<file path="src/rtl/instmem_pkg.sv">
// Shared types and constants for the programmable instruction memory.
package instmem_pkg;

  localparam int INSTMEM_DATA_W = 32;

  // addi x0, x0, 0 -- the canonical RV32I no-op, used as fill and fault word
  localparam logic [31:0] RV_NOP = 32'h0000_0013;

  typedef enum logic [1:0] {
    ST_CLEAR = 2'd0,
    ST_IDLE  = 2'd1,
    ST_LOAD  = 2'd2
  } state_t;

  // Ceiling log2 for sizing word-index fields from a word count
  function automatic int clog2(input int value);
    int result;
    result = 0;
    for (int i = 0; i < 31; i++) begin
      if ((1 << i) < value) result = i + 1;
    end
    return result;
  endfunction

endpackage

</file>
<file path="src/rtl/instmem_array.sv">
// One-write / one-read word storage with optional registered read port.
module instmem_array #(
  parameter int DATA_W   = 32,
  parameter int DEPTH    = 32,
  parameter int AW       = 5,
  parameter int REG_READ = 0
) (
  input  logic              clock,
  input  logic              we,
  input  logic [AW-1:0]     waddr,
  input  logic [DATA_W-1:0] wdata,
  input  logic [AW-1:0]     raddr,
  output logic [DATA_W-1:0] rdata
);

  logic [DATA_W-1:0] mem [DEPTH];

  // Storage is deliberately not reset; the clear sweep in the top level fills it
  always_ff @(posedge clock) begin
    if (we) mem[waddr] <= wdata;
  end

  generate
    if (REG_READ != 0) begin : g_reg_read
      // Synchronous read so the array can map onto block RAM
      always_ff @(posedge clock) begin
        rdata <= mem[raddr];
      end
    end else begin : g_comb_read
      assign rdata = mem[raddr];
    end
  endgenerate

endmodule

</file>
<file path="src/rtl/instmem_prog.sv">
// Instruction memory with checked byte-addressed fetch and a streaming program-load port.
module instmem_prog
  import instmem_pkg::*;
#(
  parameter int                DATA_W         = INSTMEM_DATA_W,
  parameter int                DEPTH          = 32,
  parameter logic [DATA_W-1:0] NOP_WORD       = DATA_W'(RV_NOP),
  parameter int                REG_READ       = 0,
  parameter int                CLEAR_ON_RESET = 1
) (
  input  logic              clock,
  input  logic              reset,
  input  logic [31:0]       fetch_addr,
  output logic [DATA_W-1:0] fetch_instr,
  output logic              fetch_valid,
  output logic              fetch_fault,
  input  logic              load_start,
  input  logic [31:0]       load_base,
  input  logic              load_valid,
  input  logic [DATA_W-1:0] load_data,
  input  logic              load_last,
  output logic              load_ready,
  output logic              load_done,
  output logic              load_err,
  output logic              busy
);

  localparam int            AW          = clog2(DEPTH);
  localparam logic [AW-1:0] LAST_IDX    = AW'(DEPTH - 1);
  localparam state_t        RESET_STATE = (CLEAR_ON_RESET != 0) ? ST_CLEAR : ST_IDLE;

  generate
    if (DATA_W != 32) begin : g_bad_data_w
      $error("instmem_prog: DATA_W must be 32 for RV32");
    end
    if (DEPTH < 2 || (1 << AW) != DEPTH || AW > 29) begin : g_bad_depth
      $error("instmem_prog: DEPTH must be a power of two between 2 and 2**29");
    end
  endgenerate

  state_t            state, state_n;
  logic [AW-1:0]     ptr, ptr_n;
  logic              done_q, done_n;
  logic              err_q, err_n;
  logic              mem_we;
  logic [DATA_W-1:0] mem_wdata;
  logic [DATA_W-1:0] mem_rdata;

  logic [AW-1:0] fetch_idx;
  logic          fetch_bad;
  logic [AW-1:0] base_idx;
  logic          base_bad;

  assign fetch_idx = fetch_addr[AW+1:2];
  assign fetch_bad = (|fetch_addr[1:0]) | (|fetch_addr[31:AW+2]);
  assign base_idx  = load_base[AW+1:2];
  assign base_bad  = (|load_base[1:0]) | (|load_base[31:AW+2]);

  instmem_array #(
    .DATA_W  (DATA_W),
    .DEPTH   (DEPTH),
    .AW      (AW),
    .REG_READ(REG_READ)
  ) u_array (
    .clock(clock),
    .we   (mem_we),
    .waddr(ptr),
    .wdata(mem_wdata),
    .raddr(fetch_idx),
    .rdata(mem_rdata)
  );

  // State, write pointer and the one-cycle done/error pulses
  always_ff @(posedge clock or posedge reset) begin
    if (reset) begin
      state  <= RESET_STATE;
      ptr    <= '0;
      done_q <= 1'b0;
      err_q  <= 1'b0;
    end else begin
      state  <= state_n;
      ptr    <= ptr_n;
      done_q <= done_n;
      err_q  <= err_n;
    end
  end

  // Clear sweep, burst start validation and load handshake
  always_comb begin
    state_n   = state;
    ptr_n     = ptr;
    mem_we    = 1'b0;
    mem_wdata = load_data;
    done_n    = 1'b0;
    err_n     = 1'b0;
    case (state)
      ST_CLEAR: begin
        mem_we    = 1'b1;
        mem_wdata = NOP_WORD;
        ptr_n     = ptr + AW'(1);
        if (ptr == LAST_IDX) begin
          ptr_n   = '0;
          state_n = ST_IDLE;
        end
      end
      ST_IDLE: begin
        if (load_start) begin
          if (base_bad) begin
            err_n = 1'b1;
          end else begin
            ptr_n   = base_idx;
            state_n = ST_LOAD;
          end
        end
      end
      ST_LOAD: begin
        if (load_valid) begin
          mem_we = 1'b1;
          ptr_n  = ptr + AW'(1);
          if (load_last) begin
            done_n  = 1'b1;
            state_n = ST_IDLE;
          end else if (ptr == LAST_IDX) begin
            err_n   = 1'b1;
            state_n = ST_IDLE;
          end
        end
      end
      default: state_n = RESET_STATE;
    endcase
  end

  assign load_ready = (state == ST_LOAD);
  assign busy       = (state != ST_IDLE);
  assign load_done  = done_q;
  assign load_err   = err_q;

  generate
    if (REG_READ != 0) begin : g_fetch_reg
      logic valid_q;
      logic fault_q;

      // Valid and fault travel one cycle alongside the registered read data
      always_ff @(posedge clock or posedge reset) begin
        if (reset) begin
          valid_q <= 1'b0;
          fault_q <= 1'b0;
        end else begin
          valid_q <= (state == ST_IDLE);
          fault_q <= fetch_bad;
        end
      end

      assign fetch_valid = valid_q;
      assign fetch_fault = fault_q;
      assign fetch_instr = (valid_q && !fault_q) ? mem_rdata : NOP_WORD;
    end else begin : g_fetch_comb
      assign fetch_valid = (state == ST_IDLE);
      assign fetch_fault = fetch_bad;
      assign fetch_instr = (fetch_valid && !fetch_bad) ? mem_rdata : NOP_WORD;
    end
  endgenerate

endmodule

</file>
<file path="config.mk">
export PLATFORM = sky130hd
export DESIGN_NAME = instmem_prog
export DESIGN_NICKNAME = d
export VERILOG_FILES = /design/src/rtl/instmem_pkg.sv /design/src/rtl/instmem_array.sv /design/src/rtl/instmem_prog.sv
export SDC_FILE = /design/constraint.sdc
export NUM_CORES = 1
export LEC_CHECK = 0
export CAP_MARGIN = 20
export CORE_MARGIN = 2
export CORE_UTILIZATION = 55
export DETAILED_ROUTE_END_ITERATION = 10
export PLACE_DENSITY = 0.84
export SLEW_MARGIN = 30
export SYNTH_ARGS = -nofsm -noshare
export SYNTH_HDL_FRONTEND = slang
export SYNTH_SLANG_ARGS = --single-unit
</file>
<file path="constraint.sdc">
create_clock -name clock -period 9.5 [get_ports clock]
set_clock_uncertainty 0.1 [all_clocks]
set_input_delay 2.85 -clock clock [delete_from_list [all_inputs] [get_ports clock]]
set_output_delay 2.85 -clock clock [all_outputs]
set_load 0.05 [all_outputs]
</file>
==> impl_metrics.json <==
{
  "finalCritPeriodShare": 0.925,
  "core_area_sq_um": 71600,
  "yosysSeqAreaShare": 0.778,
  "cp_max_fo": 25,
  "crit_buf_inv": 3,
  "end_kind": "output pin",
  "drt_iter0_markers": 3442,
  "start_kind": "primary input",
  "startpoint": "fetch_addr[4]",
  "first_pass_iters": 5,
  "worst-path-stages": 7,
  "maxSlewViolCount": 0,
  "rsz0062_at_grt": "no",
  "p_clk_frac": 0.420,
  "syn_nets": 1896,
  "p_leak_uw": 0.0146,
  "holdCritPathClass": "reg -> reg",
  "reg2reg_depth": 6,
  "num_io_pins": 139,
  "cap_violations": 0,
  "grt_max_degree": 70,
  "critical_path_arrival_ns": 5.83,
  "postCtsSetupRepairBufs": 0,
  "viasPerCell": 7.05,
  "status": "completed",
  "seqPwrFrac": 0.533,
  "grt-ovfl-total": 0,
  "clk_pin_slew_ns": 0.06,
  "core.rowCount": 98,
  "cts-resized-gates": 0,
  "post_synth_num_cell_types": 41,
  "crit_path_frequent_cell": "clkdlybuf4s50_1",
  "final-setup-viol-count": 0,
  "p_switching_uw": 1910,
  "r2r-start": "state[0]",
  "grt_use_met1": 0.398,
  "synth_area_sq_um": 39800,
  "dp_hpwl_mm": 50.9,
  "num_vias": 21500,
  "switching_share": 0.203,
  "p_comb_frac": 0.047,
  "cp.required_ns": 6.55,
  "grtUsageTotal": 0.298,
  "p_per_area_nw_per_um2": 203,
  "synth_seq_cells": 1033,
  "fmax_mhz": 114,
  "critPathSlowestCell": "clkdlybuf4s50_1",
  "cts_max_path_buffers": 3,
  "max_stage_delay_ns": 0.85,
  "gp_congestion": 0.787,
  "hold_viol": 0,
  "layout_min_cycle_time_ns": 8.78,
  "fp.dieH_um": 273,
  "crit_family": "buffers and inverters",
  "drcViolationCount": 0,
  "met2_usage": 0.481,
  "port_buffers": 138,
  "ctsHoldBuffers": 0,
  "nets": 2132,
  "htreeDepth": 3,
  "whs_path_depth": 2,
  "grt_pass1_wl_mm": 156,
  "layout-drive-gt1-share": 0.256,
  "avgSynthCellArea_sq_um": 22.3,
  "min_from": "state[1]",
  "antenna_cells": 0,
  "cts_root_buf": "clkbuf_16",
  "tightest_slew_ns": 0.863,
  "wl_mm": 110,
  "syn_inst": 1786,
  "cts_made_buffers": 98,
  "insertion_delay_ns": 0.65,
  "fin_util": 0.646,
  "intPower_uw": 7500,
  "grt_pass1_vias": 21900,
  "antenna_found_initial": 0,
  "setup_tns_ns": 0,
  "clock_sinks": 1033,
  "grt_busiest_layer": "met2",
  "routedWlPerCell_um": 35.9,
  "crit_chain": "clkdlybuf4s50_1, and2_4, buf_4, a22o_1, nor2_1, o22ai_1, clkdlybuf4s50_1",
  "start_util": 0.556,
  "cts_tree": "built",
  "maxSlewHeadroom": 0.423,
  "area_growth_pct": 16.2,
  "vdd_drop_max_uv": 142,
  "grt.met3_usage": 0.0607,
  "crit_type": "in -> out",
  "chipWidth_um": 273,
  "synth_warnings": 0,
  "ant_nets": 0,
  "dieArea_sq_um": 74500
}
==> cells by family (layout without fill, tap and decap cells) <==
group           Yosys count  after routing  share of synthesized area
flops                  1033           1033                      0.778
mux                     257            257                      0.145
simple gates            193            193                     0.0228
compound gates          187            187                     0.0381
buf+inv                 107            419                     0.0127
fa+ha+maj                 9              9                    0.00283
==> worst min-delay path: stages, from the launching register on <==
cell	delay, ns
dfrtp_1	0.42
inv_1	0.12
o22ai_1	0.08
==> state kept, by name (all words and copies together) (netlist names) <==
register     flops
state            2
load_done        1
ptr              5
load_err         1
u_array.mem   1024
==> area by class of cell <==
class	count	area [sq um]
inverters	8	30.0
clock inverters	50	537
flip-flops and latches	1033	31000
repair buffers	235	2260
fillers	4293	25400
clock buffers	126	2670
multi-input cells	646	8580
well taps	950	1190
==> cells in the final DEF, fill, tap and decap left out, types with 3 or more instances in the layout <==
| master | instances |
|---|---|
| a21oi_1 | 7 |
| a22o_1 | 117 |
| a22oi_1 | 14 |
| and3_1 | 3 |
| buf_12 | 12 |
| buf_4 | 89 |
| bufinv_16 | 12 |
| clkbuf_1 | 20 |
| clkbuf_16 | 101 |
| clkbuf_8 | 5 |
| clkdlybuf4s50_1 | 132 |
| clkinv_1 | 24 |
| clkinv_2 | 9 |
| dfrtp_1 | 9 |
| edfxtp_1 | 1024 |
| ha_1 | 8 |
| inv_1 | 8 |
| mux4_2 | 256 |
| nand2_1 | 19 |
| nand2b_1 | 4 |
| nand3_1 | 4 |
| nand4_1 | 3 |
| nor2_1 | 64 |
| nor2_4 | 33 |
| nor2b_1 | 31 |
| nor3_1 | 4 |
| nor4_1 | 14 |
| o21ai_0 | 5 |
| o22a_1 | 3 |
| o22ai_1 | 31 |
| or2_2 | 4 |
==> layer usage <==
metal,up-vias,part of all wire,wire [um]
met5,-,0,0
met4,0,0.046,5010
met3,322,0.12,13000
met2,2062,0.49,53900
met1,11000,0.34,37600
li1,8061,-,-
==> power by group through the flow <==
stage          sequential [uW]  combinational (uW)  clock, uW
6_report                  5010                 442       3950
5_1_grt                   5010                 465       4110
4_1_cts                   5010                 438       3970
3_5_place_dp              5110                 425          0
3_3_place_gp              5110                 410          0
2_1_floorplan             5110                 264          0
==> final timing paths <==
kind / to / slack [ns]
worst min register to register: state[1] / 0.57
max in group asynchronous: ptr[2] / 6.64
worst min-delay path: state[1] / 0.57
worst max register to register: u_array.mem[16][16] / 5.95
min in group asynchronous: ptr[1] / 2.38
worst max-delay path: fetch_instr[29] / 0.72
==> through the flow <==
stage                     std cells  hold slack, ns  total power, uW  setup slack, ns  cell area (sq um)
after global placement         2872           0.499             5520            0.836              43000
after global routing           3048           0.598             9590            0.661              46200
final                          3048           0.566             9410            0.716              46200
after CTS                      3048           0.551             9420            0.760              46200
after detailed placement       2872           0.533             5540            0.847              43000
after floorplan                1786           0.469             5370             1.93              39800
==> Yosys cell counts, drive strengths merged <==
| master | number | share of area |
|---|---|---|
| mux2i | 1 | 0.00025 |
| o41a | 1 | 0.00031 |
| o311ai | 1 | 0.00022 |
| ha | 9 | 0.0028 |
| nand2b | 5 | 0.00079 |
| a31oi | 1 | 0.00016 |
| dfrtp | 9 | 0.0057 |
| nand3b | 2 | 0.00038 |
| nand4 | 3 | 0.00047 |
| buf | 55 | 0.0078 |
| nor2b | 33 | 0.0052 |
| o31a | 1 | 0.00022 |
| a32oi | 1 | 0.00022 |
| o22a | 3 | 0.00066 |
| mux4 | 256 | 0.14 |
| nor2 | 97 | 0.0091 |
| a22oi | 14 | 0.0026 |
| nor3b | 1 | 0.00019 |
| a221oi | 1 | 0.00022 |
| and2 | 1 | 0.00016 |
| a31o | 1 | 0.00022 |
| nor3 | 4 | 0.00050 |
| and3 | 3 | 0.00047 |
| nand3 | 4 | 0.00050 |
| o22ai | 31 | 0.0049 |
| or3 | 2 | 0.00031 |
| nor4 | 14 | 0.0022 |
| a21o | 1 | 0.00019 |
| a22o | 117 | 0.026 |
| or2 | 4 | 0.00063 |
| nand2 | 20 | 0.0019 |
| clkbuf | 44 | 0.0042 |
| inv | 8 | 0.00075 |
| a21oi | 7 | 0.00088 |
| o41ai | 1 | 0.00069 |
| o21ai | 5 | 0.00063 |
| edfxtp | 1024 | 0.77 |
| a21boi | 1 | 0.00019 |
Note: power is estimated with default switching activity, not from simulation.
